==> config.mk <==
export PLATFORM = sky130hd
export DESIGN_NAME = sccpu_run_ctrl
export DESIGN_NICKNAME = d
export VERILOG_FILES = /design/src/rtl/sccpu_run_ctrl_pkg.sv /design/src/rtl/sccpu_run_ctrl_stopdet.sv /design/src/rtl/sccpu_run_ctrl.sv
export SDC_FILE = /design/constraint.sdc
export NUM_CORES = 1
export LEC_CHECK = 0
export CORE_ASPECT_RATIO = 1.4
export CORE_MARGIN = 8
export CORE_UTILIZATION = 40
export CTS_CLUSTER_DIAMETER = 80
export DETAILED_ROUTE_END_ITERATION = 7
export PLACE_DENSITY = 0.95
export RECOVER_POWER = 25
export SLEW_MARGIN = 40
export SYNTH_ARGS = -nofsm -noshare
export SYNTH_HDL_FRONTEND = slang
export SYNTH_SLANG_ARGS = --single-unit
==> constraint.sdc <==
create_clock -name clk -period 7.1 [get_ports clk]
set_clock_uncertainty 0.1 [all_clocks]
set_input_delay 1.065 -clock clk [delete_from_list [all_inputs] [get_ports clk]]
set_output_delay 1.065 -clock clk [all_outputs]
set_load 0.005 [all_outputs]
==> src/rtl/sccpu_run_ctrl_pkg.sv <==
// ----------------------------------------------------------------------------
// Package: sccpu_dbg_defs
// Shared debug definitions for the single-cycle MIPS run controller:
//   - run_state_t  : sequencer state encoding (IDLE=0, RUN=1, STEP=2, HALT=3)
//   - stop_cause_t : reason the core last stopped
//   - BREAK opcode/funct constants and a decode helper
// ----------------------------------------------------------------------------
package sccpu_dbg_defs;

  typedef enum logic [1:0] {
    ST_IDLE = 2'd0,
    ST_RUN  = 2'd1,
    ST_STEP = 2'd2,
    ST_HALT = 2'd3
  } run_state_t;

  typedef enum logic [1:0] {
    CAUSE_HOST  = 2'd0,
    CAUSE_BREAK = 2'd1,
    CAUSE_BKPT  = 2'd2,
    CAUSE_LIMIT = 2'd3
  } stop_cause_t;

  localparam logic [5:0] OP_SPECIAL  = 6'h00;
  localparam logic [5:0] FUNCT_BREAK = 6'h0D;

  // BREAK is an R-type (SPECIAL) instruction; the code field in bits 25:6
  // carries no meaning for the sequencer.
  function automatic logic is_break(input logic [31:0] insn);
    return (insn[31:26] == OP_SPECIAL) && (insn[5:0] == FUNCT_BREAK);
  endfunction

endpackage

==> src/rtl/sccpu_run_ctrl_stopdet.sv <==
// ----------------------------------------------------------------------------
// Module: run_ctrl_stopdet
// Combinational stop-condition detector for the run controller.
// Build option: RUN_CTRL_BKPT_EN enables the PC breakpoint comparator.
// Ports:
//   halt_req   in  1      host halt request
//   skip       in  1      first cycle after a resume: mask BREAK/breakpoint
//   instr      in  32     instruction at the current PC
//   pc         in  32     current PC
//   bkpt_addr  in  32     breakpoint PC
//   bkpt_valid in  1      breakpoint armed
//   instr_cnt  in  CNT_W  retired-instruction count
//   stop       out 1      any stop condition present this cycle
//   cause      out 2      highest-priority stop reason
// ----------------------------------------------------------------------------
module run_ctrl_stopdet
  import sccpu_dbg_defs::*;
#(
  parameter int unsigned       CNT_W     = 32,
  parameter logic [CNT_W-1:0]  MAX_INSTR = '0
) (
  input  logic              halt_req,
  input  logic              skip,
  input  logic [31:0]       instr,
  input  logic [31:0]       pc,
  input  logic [31:0]       bkpt_addr,
  input  logic              bkpt_valid,
  input  logic [CNT_W-1:0]  instr_cnt,
  output logic              stop,
  output stop_cause_t       cause
);

  logic brk;
  logic lim;
  logic bkp;

  // The skip flag lets a resume commit the BREAK/breakpoint it stopped on;
  // it deliberately does not mask the host halt or the instruction limit.
  assign brk = !skip && is_break(instr);
  assign lim = (MAX_INSTR != '0) && (instr_cnt == MAX_INSTR);

`ifdef RUN_CTRL_BKPT_EN
  assign bkp = !skip && bkpt_valid && (pc == bkpt_addr);
`else
  logic unused_bkpt;
  assign bkp         = 1'b0;
  assign unused_bkpt = ^{pc, bkpt_addr, bkpt_valid};
`endif

  // Cause priority: host halt > BREAK > breakpoint > limit.
  always_comb begin
    stop  = halt_req || brk || bkp || lim;
    cause = CAUSE_HOST;
    if (halt_req)  cause = CAUSE_HOST;
    else if (brk)  cause = CAUSE_BREAK;
    else if (bkp)  cause = CAUSE_BKPT;
    else if (lim)  cause = CAUSE_LIMIT;
  end

endmodule

==> src/rtl/sccpu_run_ctrl.sv <==
// ----------------------------------------------------------------------------
// Module: sccpu_run_ctrl
// Run/halt/single-step sequencer for the single-cycle MIPS core. Produces the
// single commit enable (cpu_en) gating PC update, RF write and MemWrite, and
// stops the core before an instruction that hits a stop condition commits.
// Build option: RUN_CTRL_BKPT_EN enables the PC breakpoint (stop cause 2).
// Ports:
//   clk        in  1      core clock
//   rst        in  1      synchronous, active-low reset
//   run_req    in  1      leave IDLE/HALT and free-run
//   halt_req   in  1      stop before the current instruction commits
//   step_req   in  1      execute exactly one instruction, then HALT
//   clr_cnt    in  1      zero instr_cnt (ignored while cpu_en=1)
//   pc         in  32     current core PC
//   instr      in  32     instruction at pc
//   bkpt_addr  in  32     breakpoint PC
//   bkpt_valid in  1      breakpoint armed
//   cpu_en     out 1      combinational commit enable
//   halted     out 1      registered; 1 in IDLE/HALT
//   state      out 2      FSM state (sccpu_dbg_defs encoding)
//   stop_cause out 2      registered reason for the last HALT entry
//   instr_cnt  out CNT_W  retired instructions, saturating
// ----------------------------------------------------------------------------
module sccpu_run_ctrl
  import sccpu_dbg_defs::*;
#(
  parameter int unsigned       CNT_W     = 32,
  parameter logic [CNT_W-1:0]  MAX_INSTR = '0
) (
  input  logic              clk,
  input  logic              rst,
  input  logic              run_req,
  input  logic              halt_req,
  input  logic              step_req,
  input  logic              clr_cnt,
  input  logic [31:0]       pc,
  input  logic [31:0]       instr,
  input  logic [31:0]       bkpt_addr,
  input  logic              bkpt_valid,
  output logic              cpu_en,
  output logic              halted,
  output logic [1:0]        state,
  output logic [1:0]        stop_cause,
  output logic [CNT_W-1:0]  instr_cnt
);

  run_state_t       state_q, state_d;
  stop_cause_t      cause_q, cause_d;
  stop_cause_t      det_cause;
  logic             skip_q, skip_d;
  logic             halted_q;
  logic             stop;
  logic [CNT_W-1:0] cnt_q;

  run_ctrl_stopdet #(
    .CNT_W     (CNT_W),
    .MAX_INSTR (MAX_INSTR)
  ) u_stopdet (
    .halt_req   (halt_req),
    .skip       (skip_q),
    .instr      (instr),
    .pc         (pc),
    .bkpt_addr  (bkpt_addr),
    .bkpt_valid (bkpt_valid),
    .instr_cnt  (cnt_q),
    .stop       (stop),
    .cause      (det_cause)
  );

  // Next-state and commit enable. cpu_en drops in the same cycle a stop is
  // detected so the offending instruction never commits.
  always_comb begin
    state_d = state_q;
    cause_d = cause_q;
    skip_d  = skip_q;
    cpu_en  = 1'b0;
    case (state_q)
      ST_IDLE, ST_HALT: begin
        if (halt_req) begin
          state_d = state_q;
        end else if (step_req) begin
          state_d = ST_STEP;
          skip_d  = 1'b0;
        end else if (run_req) begin
          state_d = ST_RUN;
          skip_d  = (state_q == ST_HALT);
        end
      end
      ST_STEP: begin
        cpu_en  = 1'b1;
        state_d = ST_HALT;
        cause_d = CAUSE_HOST;
        skip_d  = 1'b0;
      end
      ST_RUN: begin
        skip_d = 1'b0;
        if (stop) begin
          state_d = ST_HALT;
          cause_d = det_cause;
        end else begin
          cpu_en = 1'b1;
        end
      end
      default: state_d = ST_IDLE;
    endcase
    if (!rst) cpu_en = 1'b0;
  end

  // State, flags and the saturating retired-instruction counter.
  always_ff @(posedge clk) begin
    if (!rst) begin
      state_q  <= ST_IDLE;
      cause_q  <= CAUSE_HOST;
      skip_q   <= 1'b0;
      halted_q <= 1'b1;
      cnt_q    <= '0;
    end else begin
      state_q  <= state_d;
      cause_q  <= cause_d;
      skip_q   <= skip_d;
      halted_q <= (state_d == ST_IDLE) || (state_d == ST_HALT);
      if (cpu_en) begin
        if (cnt_q != '1) cnt_q <= cnt_q + {{(CNT_W-1){1'b0}}, 1'b1};
      end else if (clr_cnt) begin
        cnt_q <= '0;
      end
    end
  end

  assign state      = state_q;
  assign stop_cause = cause_q;
  assign halted     = halted_q;
  assign instr_cnt  = cnt_q;

endmodule

### Word level (Yosys, flattened, before mapping)

Cells that the tools add are included.

* reductions and logical operators: 15
* equal/unequal tests: 10
* multiplexer cells: 19
* add/subtract/negate cells: 1

Operator list (count)
* 2-to-1 mux 32 bit: 3
* adder 32 x 1 -> 32 bit (second input constant): 1
* inequality test 32 bit (second input constant): 1
* 2-to-1 mux 2 bit: 5
* 2-to-1 mux 1 bit: 7
* equality test 2 bit (second input constant): 3
* equality test 6 x 4 -> 1 bit (second input constant): 1
* logical NOT 6 bit: 1
* case mux 2 bit (3 select lines): 1
* AND reduction 2 bit: 3
* logical NOT 2 bit: 2
* inequality test 2 bit (second input constant): 2
* case mux 1 bit (2 select lines): 2
* case mux 2 bit (2 select lines): 1
* nonzero test 2 bit: 2
* OR reduction 2 bit: 2
* inequality test 3 bit (second input constant): 1
* equality test 2 x 1 -> 1 bit (second input constant): 1
* logical AND 1 bit: 2
* logical OR 1 bit: 2
* inequality test 2 x 1 -> 1 bit (second input constant): 1
* logical NOT 1 bit: 1

* word-level logic and storage cells: 50
* output and inout port bits: 38
* input bits: 103
* register bits: 38

### Depth between registers and ports, before layout

* depth in word-level cells: 9
* depth in mapped cells: 10
* gate-level depth less buffers: 8

### Cells and area by module

A second synthesis with hierarchy kept.

* cells, all modules: 255
* area total of the unflattened synthesis: 2103.3 µm²

Modules (own cells, without submodules)
* sccpu_run_ctrl: area each 2033.2 µm², cells an instance 247, sequential area each 760.7 µm², times used 1
* run_ctrl_stopdet: area each 70.1 µm², cells an instance 8, sequential area each 0.0 µm², times used 1

### Least setup slack after synthesis

OpenSTA, ideal clock, no wires.

* path kind: input-to-output
* start: in instr[3]
* end: out cpu_en
* cell stages on the path: 6
* slack: 3.639 ns
* arrival time: 2.296 ns
* buffers on the path: 2
* data required time: 5.935 ns
* cells stage by stage: and3b_1 > and4_1 > or2_2 > inv_1 > buf_2 > buf_1

* longest elaborated chain between the ends: 7

RTL lines
* start, declared: RTL line sccpu_run_ctrl.sv:37 `input logic [31:0] instr,`
* equality test 6 x 4 -> 1 bit: RTL line sccpu_run_ctrl_pkg.sv:30 `return (insn[31:26] == OP_SPECIAL) && (insn[5:0] == FUNCT_BREAK);`
* logical AND 1 bit: RTL line sccpu_run_ctrl_pkg.sv:30
* logical AND 1 bit: RTL line sccpu_run_ctrl_stopdet.sv:39 `assign brk = !skip && is_break(instr);`
* logical OR 1 bit: RTL line sccpu_run_ctrl_stopdet.sv:52 `stop = halt_req || brk || bkp || lim;`
* 2-to-1 mux 1 bit: RTL line sccpu_run_ctrl.sv:97 `if (stop) begin`
* case mux 1 bit (2 select lines): RTL line sccpu_run_ctrl.sv:77 `case (state_q)`
* 2-to-1 mux 1 bit: RTL line sccpu_run_ctrl.sv:106 `if (!rst) cpu_en = 1'b0;`
* end, declared: RTL line sccpu_run_ctrl.sv:40 `output logic cpu_en,`

No other way between the ends.

### Worst setup path in the final report

* start: in rst
* end: out cpu_en

* longest elaborated chain between the ends: 1

RTL lines
* start, declared: RTL line sccpu_run_ctrl.sv:31 `input logic rst,`
* 2-to-1 mux 1 bit: RTL line sccpu_run_ctrl.sv:106

No other way between the ends.

==> flow_metrics.env <==
export IMPL_status="finished clean"
export IMPL_slew_viol_final=0
export IMPL_timing_fmax_mhz=209
export IMPL_via_per_inst=6.30
export IMPL_post_place_cells=389
export IMPL_antenna_found_initial=0
export IMPL_rsz0062_at_grt="false"
export IMPL_drive_gt1_frac=0.0457
export IMPL_max_stage_delay_ps=830
export IMPL_overflow=0
export IMPL_post_route_util=0.532
export IMPL_ys_ff_latch=37
export IMPL_core_rowCount=32
export IMPL_yosysMostFrequentCell="dfxtp_1"
export IMPL_finalCritPeriodShare=0.674
export IMPL_critPathArrivalTime_ps=3620
export IMPL_power_density_nw_per_um2=146
export IMPL_hp_class="reg2reg"
export IMPL_clock_path_buffers=2
export IMPL_cts_resized_gates=0
export IMPL_start_util=0.414
export IMPL_syn_area_um2=2270
export IMPL_leakage_nw=1.02
export IMPL_cp_max_fo=33
export IMPL_worstMarginPinSlew_ps=705
export IMPL_critical_path_top_delay_family="buffers and inverters"
export IMPL_slew_headroom=0.530
export IMPL_drv_cap=0
export IMPL_nFillCells=505
export IMPL_place_congestion=0.950
export IMPL_switching_share=0.260
export IMPL_num_vias=2495
export IMPL_path_clk_slew_ps=70
export IMPL_place_ws_ps=2410
export IMPL_cts_root_buf="clkbuf_8"
export IMPL_ios=141
export IMPL_area_growth_pct=28.4
export IMPL_final_cell_area_um2=2920
export IMPL_cts_tree="yes"
export IMPL_clk_latency_ps=290
export IMPL_highest_layer="met4"
export IMPL_core_region_area_um2=5490
export IMPL_path_class="in2out"
export IMPL_avgRoutedWirePerCell_um=17.1
export IMPL_fin_crit_ps=4790
export IMPL_stdcell_count=396
export IMPL_synth_edf_count=0
export IMPL_clkPwrFrac=0.359
export IMPL_post_synth_top_area_cell="dfxtp_1"
export IMPL_final_nets=435
export IMPL_grt_pass1_wl_mm=11.0
export IMPL_synthCells=281
export IMPL_cp_end_kind="output pin"
export IMPL_synthTopCellsByArea="dfxtp_1 33%, nand3_1 5.9%, and4_1 5.0%"
export IMPL_comb_power_share=0.135
export IMPL_synth_flop_cell="dfxtp_1"
export IMPL_dieHeight_um=105
export IMPL_post_cts_setup_buffers=0
export IMPL_drt_iter0_markers=238
export IMPL_syn_avg_cell_area_um2=8.09
export IMPL_cp_required_ps=5930
export IMPL_cp_num_buf_inv=4
export IMPL_drt_pass1_iterations=5
export IMPL_syn_nets=388
export IMPL_met1_length_mm=2.68
export IMPL_cts_hold_buf=0
export IMPL_multi_input_area_um2=1400
export IMPL_critPathSlowestCell="dlygate4sd3_1"
export IMPL_dp_hpwl_mm=4.91
export IMPL_cts_made_buffers=5
export IMPL_postLayoutSetupSlackWorst_ps=2310
export IMPL_start_kind="primary input"
export IMPL_totalWireLength_mm=6.75
export IMPL_grt_max_degree=34
export IMPL_synth_top_area_frac=0.326
export IMPL_num_antenna_cells=0
export IMPL_die_w_um=79.7
export IMPL_yosysWarnings=0
export IMPL_irDropWorstVdd_mv=0.0887
export IMPL_ys_seq_area_frac=0.326
export IMPL_p_int_uw=315
export IMPL_crit_chain="dlygate4sd3_1, nor2b_1, o21ai_0, or2_2, inv_1, buf_4, clkdlybuf4s50_1"
export IMPL_post_route_drc_count=0
export IMPL_power_switching_uw=111
export IMPL_grt_total_usage=0.157
export IMPL_tns_ps=0
export IMPL_synth_common_cells="37 x dfxtp_1, 27 x nand3_1, 18 x nand2_1"
export IMPL_die_area_um2=8390
export IMPL_setup_viol=0
export IMPL_drtAntennaViolNets=0
export IMPL_yosys_cell_types_count=54
export IMPL_hold_viol=0
export IMPL_port_buffers=54
export IMPL_wl_met3_um=668
export IMPL_async_flop_share=0
export IMPL_route_met2_wl_mm=3.26
export IMPL_cts_htree_levels=2
export IMPL_placed_area_um2=2830
export IMPL_regArea_um2=741
export IMPL_clkSinkCount=37
export IMPL_seq_power_share=0.506
export IMPL_grt_pass1_vias=2408
## power groups by stage
stage	Sequential (mW)	Combinational, mW	Clock, mW
after floorplan	0.220	0.0327	0
after global placement	0.220	0.0564	0
after detailed placement	0.221	0.0587	0
after CTS	0.216	0.0591	0.153
after global routing	0.216	0.0632	0.161
final	0.216	0.0575	0.153
## area by class of cell
type / count / area share
clock buffer: 7 / 0.0296
inverter: 16 / 0.0206
multi-input combinational: 213 / 0.479
sequential: 37 / 0.254
tap: 68 / 0.0291
timing repair buffer: 55 / 0.188
## logic make-up (layout without fill, tap and decap cells)
logic type	Yosys count	after routing	synth area share
and+or+nand+nor	142	142	0.368
AOI/OAI and AO/OA	60	60	0.197
DFF	37	37	0.326
buffers and inverters	31	78	0.0605
adders and majority gates	4	4	0.0220
muxes	4	4	0.0176
xor gates and xnor gates	2	2	0.00771
other	1	1	0.00165
## cells in the final DEF, fill, tap and decap left out, types with 2 or more instances in the layout
| master | count |
|---|---|
| dlygate4sd3_1 | 18 |
| nand4_2 | 2 |
| and3_1 | 6 |
| o21ai_1 | 5 |
| nor2_1 | 17 |
| and2_1 | 4 |
| a221o_1 | 7 |
| o21ai_0 | 7 |
| dfxtp_1 | 37 |
| clkbuf_8 | 6 |
| a31oi_1 | 6 |
| ha_1 | 4 |
| nand3b_1 | 2 |
| nor4_1 | 9 |
| mux2i_1 | 4 |
| clkdlybuf4s50_1 | 36 |
| or3_1 | 2 |
| nor2b_1 | 4 |
| o211ai_1 | 6 |
| and4_1 | 13 |
| a21boi_0 | 2 |
| xnor2_1 | 2 |
| o2111ai_1 | 2 |
| a22o_1 | 3 |
| o21a_1 | 3 |
| inv_1 | 16 |
| nand4_1 | 16 |
| or4_1 | 3 |
| nor3_1 | 9 |
| nand2_1 | 18 |
| a21oi_1 | 3 |
| o221ai_1 | 7 |
| nand3_1 | 27 |
## flip-flops by register name, summed over array words and instances, names as in the netlist
signal      flops
stop_cause      1
skip_q          1
instr_cnt      32
state           2
halted          1
## metrics by stage
step                total power, mW  hold slack (ps)
finish                        0.426              386
global route                  0.440              443
CTS                           0.428              388
detailed placement            0.279              378
global placement              0.277              369
floorplan                     0.253              346
## tightest hold or removal path: cells and delay by family, from the launching register on
kind / cells / cell delay (ps)
AO/OA/AOI/OAI: 2 / 130
flip-flops: 1 / 320
## path summary, 6_finish.rpt
path,start,end,slack (ps),cells after the start
worst max-delay path,rst,cpu_en,2310,7
worst max register to register,instr_cnt[0],instr_cnt[17],4130,6
worst min-delay path,skip_q,skip_q,390,2
worst min register to register,skip_q,skip_q,390,2
## routing by layer
metal	GRT usage	vias up
li1	-	1184
met2	0.262	114
met5	0	-
met3	0.0575	15
met1	0.170	1182
met4	0.0745	0
Note: power is estimated with default switching activity, not from simulation.
